**src/rtl/change_dispenser.sv**
```systemverilog
// Coin-return controller: pays a change amount greedily (quarter, dime, nickel)
// from per-denomination tubes, one acknowledged coin at a time.
module change_dispenser #(
    parameter int AMT_W        = 8,
    parameter int TUBE_W       = 6,
    parameter int NICKEL_INIT  = 20,
    parameter int DIME_INIT    = 20,
    parameter int QUARTER_INIT = 20
) (
    input  logic             clk,
    input  logic             reset_n,
    input  logic             start,
    input  logic [AMT_W-1:0] amount,
    input  logic             coin_ack,
    input  logic             refill,
    output logic             nickel,
    output logic             dime,
    output logic             quarter,
    output logic             busy,
    output logic             done,
    output logic             short,
    output logic [AMT_W-1:0] remaining,
    output logic             low_change
);

    localparam logic [2:0] S_IDLE   = 3'd0;
    localparam logic [2:0] S_SELECT = 3'd1;
    localparam logic [2:0] S_ISSUE  = 3'd2;
    localparam logic [2:0] S_DONE   = 3'd3;
    localparam logic [2:0] S_FAULT  = 3'd4;

    localparam logic [AMT_W-1:0] VAL_N = AMT_W'(5);
    localparam logic [AMT_W-1:0] VAL_D = AMT_W'(10);
    localparam logic [AMT_W-1:0] VAL_Q = AMT_W'(25);

    localparam logic [TUBE_W-1:0] INIT_N = TUBE_W'(NICKEL_INIT);
    localparam logic [TUBE_W-1:0] INIT_D = TUBE_W'(DIME_INIT);
    localparam logic [TUBE_W-1:0] INIT_Q = TUBE_W'(QUARTER_INIT);

    logic [2:0]        r_state;
    logic              r_nickel;
    logic              r_dime;
    logic              r_quarter;
    logic [AMT_W-1:0]  r_remaining;
    logic [TUBE_W-1:0] r_tube_n;
    logic [TUBE_W-1:0] r_tube_d;
    logic [TUBE_W-1:0] r_tube_q;

    logic              w_pick_q;
    logic              w_pick_d;
    logic              w_pick_n;
    logic [AMT_W-1:0]  w_issue_val;

    // A coin qualifies only if it fits in what is owed and its tube is not empty.
    always_comb begin
        w_pick_q = (r_remaining >= VAL_Q) && (r_tube_q != '0);
        w_pick_d = (r_remaining >= VAL_D) && (r_tube_d != '0);
        w_pick_n = (r_remaining >= VAL_N) && (r_tube_n != '0);
    end

    always_comb begin
        w_issue_val = '0;
        if (r_quarter)
            w_issue_val = VAL_Q;
        else if (r_dime)
            w_issue_val = VAL_D;
        else if (r_nickel)
            w_issue_val = VAL_N;
    end

    always_ff @(posedge clk) begin
        if (!reset_n) begin
            r_state     <= S_IDLE;
            r_nickel    <= 1'b0;
            r_dime      <= 1'b0;
            r_quarter   <= 1'b0;
            r_remaining <= '0;
            r_tube_n    <= INIT_N;
            r_tube_d    <= INIT_D;
            r_tube_q    <= INIT_Q;
        end else begin
            case (r_state)
                S_IDLE: begin
                    if (start) begin
                        r_remaining <= amount;
                        r_state     <= S_SELECT;
                    end else if (refill) begin
                        r_tube_n <= INIT_N;
                        r_tube_d <= INIT_D;
                        r_tube_q <= INIT_Q;
                    end
                end
                S_SELECT: begin
                    if (r_remaining == '0) begin
                        r_state <= S_DONE;
                    end else if (w_pick_q) begin
                        r_quarter <= 1'b1;
                        r_state   <= S_ISSUE;
                    end else if (w_pick_d) begin
                        r_dime  <= 1'b1;
                        r_state <= S_ISSUE;
                    end else if (w_pick_n) begin
                        r_nickel <= 1'b1;
                        r_state  <= S_ISSUE;
                    end else begin
                        r_state <= S_FAULT;
                    end
                end
                S_ISSUE: begin
                    if (coin_ack) begin
                        r_nickel    <= 1'b0;
                        r_dime      <= 1'b0;
                        r_quarter   <= 1'b0;
                        r_remaining <= r_remaining - w_issue_val;
                        if (r_quarter)
                            r_tube_q <= r_tube_q - 1'b1;
                        if (r_dime)
                            r_tube_d <= r_tube_d - 1'b1;
                        if (r_nickel)
                            r_tube_n <= r_tube_n - 1'b1;
                        r_state <= S_SELECT;
                    end
                end
                S_DONE:  r_state <= S_IDLE;
                S_FAULT: r_state <= S_IDLE;
                default: r_state <= S_IDLE;
            endcase
        end
    end

    assign nickel     = r_nickel;
    assign dime       = r_dime;
    assign quarter    = r_quarter;
    assign remaining  = r_remaining;
    assign busy       = (r_state != S_IDLE);
    assign done       = (r_state == S_DONE);
    assign short      = (r_state == S_FAULT);
    assign low_change = (r_tube_n == '0) || (r_tube_d == '0) || (r_tube_q == '0);

endmodule

```
**config.mk**
```make
export PLATFORM = sky130hd
export DESIGN_NAME = change_dispenser
export DESIGN_NICKNAME = d
export VERILOG_FILES = /design/src/rtl/change_dispenser.sv
export SDC_FILE = /design/constraint.sdc
export NUM_CORES = 1
export LEC_CHECK = 0
export ABC_AREA = 1
export ABC_CLOCK_PERIOD_IN_PS = 5400
export BUFFER_PORTS_ARGS = -buffer_cell sky130_fd_sc_hd__buf_2
export CORE_ASPECT_RATIO = 0.75
export CORE_MARGIN = 2
export CORE_UTILIZATION = 62
export DETAILED_ROUTE_END_ITERATION = 7
export HOLD_SLACK_MARGIN = 0.02
export PLACE_DENSITY = 0.85
export REMOVE_ABC_BUFFERS = 1
export SETUP_SLACK_MARGIN = 0.3
export SLEW_MARGIN = 10
export SYNTH_ARGS = -nofsm -noshare
export SYNTH_HDL_FRONTEND = slang
export SYNTH_SLANG_ARGS = --single-unit
```
**constraint.sdc**
```tcl
create_clock -name clk -period 5.4 [get_ports clk]
set_clock_uncertainty 0.2 [all_clocks]
set_input_delay 0.81 -clock clk [delete_from_list [all_inputs] [get_ports clk]]
set_output_delay 0.81 -clock clk [all_outputs]
set_load 0.05 [all_outputs]
```
; ---- Word-level counts from Yosys, hierarchy flattened
; Index checks and enable logic that the tools add are counted.
[totals]
ff_bits = 32
input_bits = 13
[op_classes]
reduce_logical = 24
muxes = 37
n_addsub = 4
eq_ne = 17
order_cmp = 3
[ops]
columns = operator, count
row1 = $mux W6, 8
row2 = $pmux W6 S2, 3
row3 = $ne A2 B2 Y1 const B, 13
row4 = $mux W3, 7
row5 = $reduce_and A5 Y1, 4
row6 = $logic_not A6 Y1, 3
row7 = $reduce_bool A6 Y1, 3
row8 = $sub A6 B1 Y6 const B, 3
row9 = $mux W8, 2
row10 = $pmux W8 S2, 1
row11 = $mux W1, 10
row12 = $pmux W3 S3, 1
row13 = $ge A8 B3 Y1 const B, 1
row14 = $ge A8 B4 Y1 const B, 1
row15 = $ge A8 B5 Y1 const B, 1
row16 = $logic_not A8 Y1, 1
row17 = $sub A8 B8 Y8, 1
row18 = $eq A3 B2 Y1 const B, 2
row19 = $pmux W1 S2, 3
row20 = $reduce_and A6 Y1, 1
row21 = $mux W5, 1
row22 = $mux W4, 1
row23 = $reduce_and A4 Y1, 1
row24 = $reduce_bool A2 Y1, 2
row25 = 8 further kinds, 11

; ---- Longest topological paths before layout
; Gate-level depths: netlist of the first run.
[depth]
word_depth = 7
mapped_depth = 12
mapped_depth_nobuf = 12

; ---- Least setup slack after synthesis of the first run
; No wires, ideal clock.
[synth_path]
path_kind = reg-to-output
from = reg r_state[1]
to = out done
n_path_buf = 0
arrival_ps = 1567
stages_incl_launch_ff = 3
setup_slack_ps = 2823
path_cell_list = dfxtp_1 -> inv_2 -> nor3_1
[synth_between]
elab_chain_cells = 1
[synth_lines]
columns = item, line_no
row1 = "start, declared", 40  ; logic [2:0] r_state;
row2 = "start signal, assigned", 73  ; r_state <= S_IDLE;
row3 = "start signal, assigned", 86  ; r_state <= S_SELECT;
row4 = "start signal, assigned", 95  ; r_state <= S_DONE;
row5 = $eq A3 B2 Y1, 136  ; assign done = (r_state == S_DONE);
row6 = "end, declared", 20  ; output logic done,
; Every way passes these cells.

; ---- Worst setup path in the final report of the first run
[layout_path]
from = reg r_tube_d[0]
to = out low_change
[layout_between]
elab_chain_cells = 3
[layout_lines]
columns = item, line_no
row1 = "start, declared", 46  ; logic [TUBE_W-1:0] r_tube_d;
row2 = "start signal, assigned", 118  ; r_tube_d <= r_tube_d - 1'b1;
row3 = $logic_not A6 Y1, 138  ; assign low_change = (r_tube_n == '0) || (r_tube_d == '0) || (r_tube_q == '0);
row4 = $logic_or A1 B1 Y1 (2 in a row), 138
row5 = "end, declared", 23  ; output logic low_change
; Every way passes these cells.

==> flow_summary.json, run 1 <==
{
  "crit_fanout": 5,
  "synth_top_cell_by_area": "dfxtp_1",
  "antenna_found_initial": 0,
  "vias_per_cell": 5.32,
  "yosysWarnings": 0,
  "syn_area_per_cell_sq_um": 6.63,
  "total_leakage_power_nw": 1.15,
  "setup_viol": 0,
  "grt_setup_unrepaired": "no",
  "cts_inserted_buffers": 5,
  "grt_pass1_wl_mm": 7.85,
  "rows": 18,
  "end_kind": "output port",
  "synth_fa_ha_area_share_pct": 7.32,
  "switching_power_mw": 0.894,
  "place.gp.congestion": 0.849,
  "synth.distinct_cells": 30,
  "synth-compound-area-share_pct": 11.2,
  "tns_ps": 0,
  "drv_slew": 0,
  "drv_cap": 0,
  "instances_no_fill": 392,
  "placedCellCount": 385,
  "tritoncts": "yes",
  "routed-via-count": 2085,
  "numPortBuffers": 27,
  "drive_gt1_share_pct": 17.0,
  "synthTopCellsByCount": "nand2_1, nor2_1, dfxtp_1, inv_1, a21oi_1",
  "dieArea_sq_um": 3970,
  "h-tree-depth": 2,
  "synthFlopType": "dfxtp_1",
  "grt_remaining_overflow": 0,
  "period_share_pct": 44.9,
  "synth_top_family_by_area": "simple AND/OR/NAND/NOR gates",
  "criticalPathCategory": "flop to output port",
  "ir_drop_mv": 0.424,
  "p_per_area_nw_per_um2": 686,
  "place_area_sq_um": 2290,
  "post_cts_buffers": 0,
  "syn2layout_area_growth_pct": 10.2,
  "grtUsageTotal_pct": 26.1,
  "dpl.hpwl_mm": 3.51,
  "cp_data_required_time_ps": 4390,
  "core_sq_um": 3310,
  "netlist_top_cells_area": "dfxtp_1, nand2_1, nor2_1",
  "syn-instance-count": 325,
  "drt_iter0_markers": 184,
  "p_seq_share_pct": 24.6,
  "fin_nets": 377,
  "grt_max_degree": 27,
  "num_antenna_cells": 0,
  "cts_root_buf": "clkbuf_8",
  "grt_pass1_vias": 1818,
  "synthMuxAreaShare_pct": 0,
  "swShare_pct": 55.0,
  "drtPass1Iterations": 5,
  "hp-class": "flop to flop",
  "wl_per_cell_um": 12.0,
  "fmax_ghz": 0.412,
  "clock_power_share_pct": 10.5,
  "fin_area_sq_um": 2370,
  "path_clk_slew_ps": 60,
  "syn_area_sq_um": 2150,
  "combPwrFrac_pct": 64.8,
  "fin_util_pct": 71.7,
  "internal-power_mw": 0.733,
  "chipWidth_um": 72.1,
  "arrival_ps": 1410,
  "hold_buffers": 0,
  "ctsResizeCount": 0,
  "clockBufferDepth": 2,
  "fillCellCount": 291,
  "ios": 28,
  "ant_nets": 0,
  "synthSimpleGateAreaFrac_pct": 38.3,
  "synth_edf_count": 0,
  "start_kind": "flop",
  "yosysSeqAreaShare_pct": 29.8,
  "clk_latency_ps": 280,
  "hold_violations": 0,
  "synth.most_common_cell": "nand2_1",
  "synthArstFlopShare_pct": 0,
  "clkSinkCount": 32,
  "status": "finished, final reports clean",
  "synthXorXnorAreaFrac_pct": 4.07,
  "synth_seq_cells": 32,
  "drc": 0,
  "die_h_um": 55.0,
  "routed_wl_mm": 4.72,
  "initial_core_util_pct": 65.0,
  "worst_pin_slew_ps": 545,
  "fin_crit_ps": 2420,
  "slew-limit-headroom_pct": 63.6,
  "synth.top_cell.area_share_pct": 29.8
}
[critical path, stage by stage (launching register included)]
cell	delay, ps
dfxtp_1	310
inv_1	130
ha_1	160
nand3_1	160
nand3_1	110
buf_2	260
[final timing paths]
| check | from | end | slack (ps) | depth (start not counted) |
|---|---|---|---|---|
| min reg2reg | r_tube_n[0]$_SDFFE_PN0P_ | r_tube_n[0]$_SDFFE_PN0P_ | 270 | 2 |
| max | r_tube_d[0]$_SDFFE_PN0P_ | low_change | 2980 | 5 |
| min | r_tube_n[0]$_SDFFE_PN0P_ | r_tube_n[0]$_SDFFE_PN0P_ | 270 | 2 |
| max reg2reg | nickel$_SDFFE_PN0P_ | remaining[4]$_SDFFE_PN0P_ | 3280 | 10 |
[placed cells by master (no fill, tap or decap), types with 2 or more instances in the layout]
cell type,instances
nand2_1,84
nor2_1,40
inv_1,32
dfxtp_1,32
a21oi_1,28
buf_2,27
nand3_1,26
ha_1,11
inv_2,10
o21ai_1,10
xor2_1,7
o21ai_0,5
nand4_1,5
clkbuf_8,5
nor3_1,4
nand3_4,3
nor2_4,3
xnor2_1,3
nand3_2,2
nand2_2,2
a21oi_2,2
nand3b_1,2
[per-stage QoR]
| stage | power, mW | hold WS [ps] | setup WS [ps] |
|---|---|---|---|
| CTS | 1.62 | 268 | 2960 |
| global placement | 1.42 | 253 | 3280 |
| finish | 1.63 | 268 | 2980 |
| global route | 1.79 | 291 | 2880 |
| floorplan | 1.23 | 245 | 2820 |
| detailed placement | 1.44 | 258 | 3270 |
[registers in the layout, summed over array words and instances, names as in the netlist]
signal / flops
dime: 1
r_tube_d: 6
r_tube_q: 6
r_tube_n: 6
r_state: 3
quarter: 1
nickel: 1
remaining: 8
[cells by family after synthesis]
group	after synthesis
buffers and inverters	49
and+or+nand+nor	176
AOI/OAI and AO/OA	46
adders and majority gates	12
DFF	32
xor gates and xnor gates	10
[metal layers]
layer  vias to the layer above  wire (um)  global-route usage (%)
li1                       1096          -                       -
met1                       912       2300                    34.8
met4                         0         45                    6.92
met5                         -          0                       0
met3                         7        306                    7.25
met2                        70       2070                    42.3
[cell type report]
class                           count  area [sq um]  share of cell area, %
Tap cell                           40          50.0                   2.11
Inverter                           42           158                   6.65
Timing Repair Buffer               27           135                   5.70
Clock buffer                        6          72.6                   3.06
Clock inverter                      1          5.00                  0.211
Multi-Input combinational cell    244          1310                   55.3
Sequential cell                    32           641                   27.0
[power by group through the flow]
| stage | clock, mW | sequential (mW) | combinational [mW] |
|---|---|---|---|
| floorplan | 0 | 0.495 | 0.738 |
| global placement | 0 | 0.400 | 1.02 |
| detailed placement | 0 | 0.403 | 1.04 |
| CTS | 0.175 | 0.399 | 1.04 |
| global route | 0.189 | 0.413 | 1.19 |
| finish | 0.172 | 0.401 | 1.05 |
(Power assumes the default switching activity.)
==> inputs of run 2 (changes only) <==
Settings changed: ABC_CLOCK_PERIOD_IN_PS 5400 to 2200, CORE_UTILIZATION 62 to 52, PLACE_DENSITY 0.85 to 0.76.
Clock period 5.4 ns to 2.2 ns, I/O delays scaled along.
==> flow_summary.json, run 2 (synthesis results as in run 1) <==
{
  "drv_slew": 0,
  "grtUsageTotal_pct": 23.5,
  "antenna_found_initial": 0,
  "fin_nets": 384,
  "drv_cap": 0,
  "cts_inserted_buffers": 5,
  "seq_area_sq_um": 646,
  "dieArea_sq_um": 4680,
  "grt_setup_unrepaired": "yes",
  "num_antenna_cells": 0,
  "grt_remaining_overflow": 0,
  "h-tree-depth": 2,
  "chipWidth_um": 78.3,
  "syn2layout_area_growth_pct": 19.6,
  "numPortBuffers": 27,
  "fillCellCount": 369,
  "start_kind": "flop",
  "drive_gt1_share_pct": 26.4,
  "dpl.hpwl_mm": 3.76,
  "hp-class": "input port to flop",
  "worst_pin_slew_ps": 601,
  "ant_nets": 0,
  "tritoncts": "yes",
  "initial_core_util_pct": 53.8,
  "status": "finished, final reports clean",
  "ios": 28,
  "arrival_ps": 1850,
  "grt_pass1_wl_mm": 8.35,
  "hold_violations": 0,
  "grt_max_degree": 16,
  "routed_wl_mm": 5.33,
  "layout_common_cells": "nand2_1, nor2_1, dfxtp_1, inv_1, buf_2",
  "hold_buffers": 0,
  "drtPass1Iterations": 5,
  "core_sq_um": 4000,
  "wl_per_cell_um": 12.9,
  "largest_reg_flops": 8,
  "grt_pass1_vias": 1757,
  "whs_ps": 165,
  "total_leakage_power_nw": 1.21,
  "period_share_pct": 86.4,
  "cp_data_required_time_ps": 2150,
  "path_clk_slew_ps": 70,
  "slew-limit-headroom_pct": 59.9,
  "routed-via-count": 2139,
  "p_per_area_nw_per_um2": 1740,
  "crit_fanout": 3,
  "setup_viol": 0,
  "place.gp.congestion": 0.844,
  "fmax_ghz": 0.526,
  "clk_latency_ps": 290,
  "ir_drop_mv": 1.10,
  "drc": 0,
  "fin_crit_ps": 1900,
  "layout_setup_ws_ps": 298,
  "rows": 20,
  "clkSinkCount": 32,
  "die_h_um": 59.7,
  "multiInputGateArea_sq_um": 1400,
  "cts_root_buf": "clkbuf_8",
  "clockBufferDepth": 2,
  "layout_commonest_cell": "nand2_1",
  "drt_iter0_markers": 127,
  "criticalPathCategory": "flop to flop",
  "dp_slack_ps": 156,
  "end_kind": "flop",
  "vias_per_cell": 5.15
}
-- run 2: cell count changes in the layout (fill, tap and decap cells not counted), sizes merged --
cell	before	now
bufinv	0	1
buf	27	34
-- run 2: cell type report --
cell class / instances / share of cell area (%)
inverter: 42 / 6.22
clock buffer: 6 / 2.82
timing repair buffer: 34 / 7.53
sequential: 32 / 25.1
tap: 55 / 2.67
clock inverter: 2 / 1.36
multi-input combinational: 244 / 54.3
-- run 2: metal layers --
layer / track usage (%) / up-vias / wire, um
li1: - / 1106 / -
met1: 34.1 / 977 / 2690
met2: 35.5 / 51 / 2300
met3: 5.44 / 5 / 301
met4: 6.02 / 0 / 42
met5: 0 / - / 0
-- run 2: worst paths after layout --
check,from,endpoint,slack [ps],cells past startpoint
max reg2reg,nickel$_SDFFE_PN0P_,remaining[6]$_SDFFE_PN0P_,300,11
min reg2reg,r_tube_q[0]$_SDFFE_PN0P_,r_tube_q[0]$_SDFFE_PN0P_,280,2
max,nickel$_SDFFE_PN0P_,remaining[6]$_SDFFE_PN0P_,300,11
min,reset_n,r_tube_n[4]$_SDFFE_PN1P_,160,2
-- run 2: metrics by stage --
step	cells	area [sq um]	utilization [%]	total power, mW	setup TNS, ps
after floorplan	318	2110	-	3.03	-206
after global placement	402	2330	58.2	3.53	0
after detailed placement	402	2330	58.2	3.59	0
after CTS	411	2480	61.8	4.24	0
after global routing	415	2570	64.3	4.86	0
final	415	2570	64.3	4.48	0
-- run 2: critical path: stages (launching register included) --
cell,delay [ps]
dfxtp_2,340
inv_2,50
o21ai_2,110
ha_2,190
inv_2,40
fa_2,400
nand3_2,120
nand3_2,60
nand2_1,60
nand3_1,60
nand2_1,70
a21oi_2,50
-- run 2: timing repair --
item,4_1_cts,5_1_grt
setup endpoints to repair,5,10
resized for setup,12,23
buffers inserted,1,4
pin swaps,5,7
-- run 2: power breakdown --
group          internal (mW)  switching (mW)  total (mW)  leakage, nW
clock network          0.336           0.226       0.562       0.0552
logic                  0.979            1.94        2.92        0.886
registers              0.774           0.227        1.00        0.264
==> inputs of run 3 (changes only) <==
Settings changed: BUFFER_PORTS_ARGS -buffer_cell sky130_fd_sc_hd__buf_2 to -buffer_cell sky130_fd_sc_hd__buf_4, TNS_END_PERCENT from default to 100.
==> flow_summary.json, run 3 (synthesis results as in run 1) <==
{
  "status": "finished, final reports clean",
  "grt_remaining_overflow": 0,
  "drv_cap": 0,
  "clk_latency_ps": 290,
  "cts_root_buf": "clkbuf_8",
  "dieArea_sq_um": 4680,
  "fin_area_sq_um": 2600,
  "start_kind": "flop",
  "p_per_area_nw_per_um2": 1720,
  "end_kind": "flop",
  "worst_pin_slew_ps": 581,
  "h-tree-depth": 2,
  "drt_iter0_markers": 173,
  "tritoncts": "yes",
  "ios": 28,
  "routed_wl_mm": 5.43,
  "fin_util_pct": 65.0,
  "grt_pass1_wl_mm": 8.76,
  "drv_slew": 0,
  "vias_per_cell": 5.19,
  "grt_setup_unrepaired": "yes",
  "fin_crit_ps": 1930,
  "r2r-end": "remaining[1]$_SDFFE_PN0P_",
  "ant_nets": 0,
  "whs_endpoint": "r_tube_n[4]$_SDFFE_PN1P_",
  "numPortBuffers": 27,
  "path_clk_slew_ps": 70,
  "place_area_sq_um": 2400,
  "multiInputGateArea_sq_um": 1380,
  "slowest_stage": "fa_2",
  "antenna_found_initial": 0,
  "cp_data_required_time_ps": 2220,
  "drive_gt1_share_pct": 25.4,
  "num_antenna_cells": 0,
  "cts_inserted_buffers": 5,
  "wl_per_cell_um": 13.1,
  "crit_fanout": 5,
  "hold_violations": 0,
  "slew-limit-headroom_pct": 61.2,
  "initial_core_util_pct": 53.8,
  "grt_max_degree": 16,
  "fmax_ghz": 0.518,
  "worst_path_largest_cell_delay_ps": 540,
  "r2r_start": "dime$_SDFFE_PN0P_",
  "critPathMostFrequentCell": "a21oi_2",
  "criticalPathCategory": "flop to flop",
  "core_sq_um": 4000,
  "arrival_ps": 1950,
  "dp_slack_ps": 106,
  "layout_common_cells": "nand2_1, nor2_1, buf_4, dfxtp_1, inv_1",
  "ir_drop_mv": 0.852,
  "seq_area_sq_um": 647,
  "rows": 20,
  "layout_commonest_cell": "nand2_1",
  "hold_buffers": 0,
  "place.gp.congestion": 0.884,
  "grt_pass1_vias": 1803,
  "r2r_setup_slack_ps": 270,
  "drc": 0,
  "clkSinkCount": 32,
  "worstHoldStart": "reset_n",
  "chipWidth_um": 78.3,
  "clockBufferDepth": 2,
  "dpl.hpwl_mm": 3.83,
  "die_h_um": 59.7,
  "hp-class": "input port to flop",
  "setup_viol": 0,
  "fillCellCount": 386,
  "rr_worst_depth": 8,
  "fin_nets": 382,
  "path_cells": "o21ai_2 > ha_2 > inv_2 > fa_2 > nand2_2 > a21oi_2 > a21oi_2 > nor2_1",
  "largest_reg_flops": 8,
  "hold_depth": 2,
  "routed-via-count": 2142,
  "drtPass1Iterations": 5,
  "period_share_pct": 87.8,
  "layout_setup_ws_ps": 269,
  "grtUsageTotal_pct": 24.4,
  "syn2layout_area_growth_pct": 20.9,
  "total_leakage_power_nw": 1.21
}
[run 3: cell types whose count changed in the layout (fill, tap and decap cells not counted), sizes merged]
cell	delta
buf	-2
[run 3: worst max-delay path by stage]
stage | start | depth (start not counted) | end | slack [ps]
detailed placement | nickel$_SDFFE_PN0P_ | 10 | remaining[4]$_SDFFE_PN0P_ | 110
global placement | nickel$_SDFFE_PN0P_ | 11 | remaining[6]$_SDFFE_PN0P_ | 230
floorplan | nickel$_SDFFE_PN0P_ | 11 | remaining[6]$_SDFFE_PN0P_ | -80
global route | dime$_SDFFE_PN0P_ | 8 | remaining[1]$_SDFFE_PN0P_ | 160
finish | dime$_SDFFE_PN0P_ | 8 | remaining[1]$_SDFFE_PN0P_ | 270
CTS | r_tube_q[0]$_SDFFE_PN0P_ | 5 | low_change | 300
[run 3: report_power, final]
part,switching [mW],internal (mW)
combinational,1.91,1.00
clock,0.223,0.336
sequential,0.234,0.774
[run 3: layer usage]
layer	track usage (%)	up-vias	routed length, um
li1	-	1105	-
met3	4.83	6	352
met4	7.52	0	51
met2	37.7	65	2450
met5	0	-	0
met1	34.9	966	2570
[run 3: critical path: cells and delay by family, from the launching register on]
kind | cells | cell delay, ps
buffers and inverters | 1 | 50
adders and majority gates | 2 | 730
AOI/OAI and AO/OA | 3 | 350
DFF | 1 | 350
and+or+nand+nor | 2 | 170
[run 3: final cells by class]
| class | instances | share of cell area (%) |
|---|---|---|
| Multi-Input combinational cell | 244 | 52.9 |
| Clock inverter | 2 | 1.35 |
| Inverter | 42 | 6.06 |
| Timing Repair Buffer | 32 | 9.37 |
| Sequential cell | 32 | 24.9 |
| Clock buffer | 6 | 2.79 |
| Tap cell | 55 | 2.64 |
[run 3: through the flow]
stage	power [mW]	hold WS, ps	setup TNS (ps)	instances
3_5_place_dp	3.67	261	0	402
3_3_place_gp	3.60	252	0	402
2_1_floorplan	3.03	214	-206	318
6_report	4.48	129	0	413
4_1_cts	4.34	126	0	412
5_1_grt	4.86	137	0	413
[run 3: repair_timing]
action | 4_1_cts | 5_1_grt
pin swaps | 7 | 5
endpoints found under the setup margin | 6 | 9
buffers inserted | 2 | 1
resized for setup | 16 | 12
gates cloned | 0 | 0
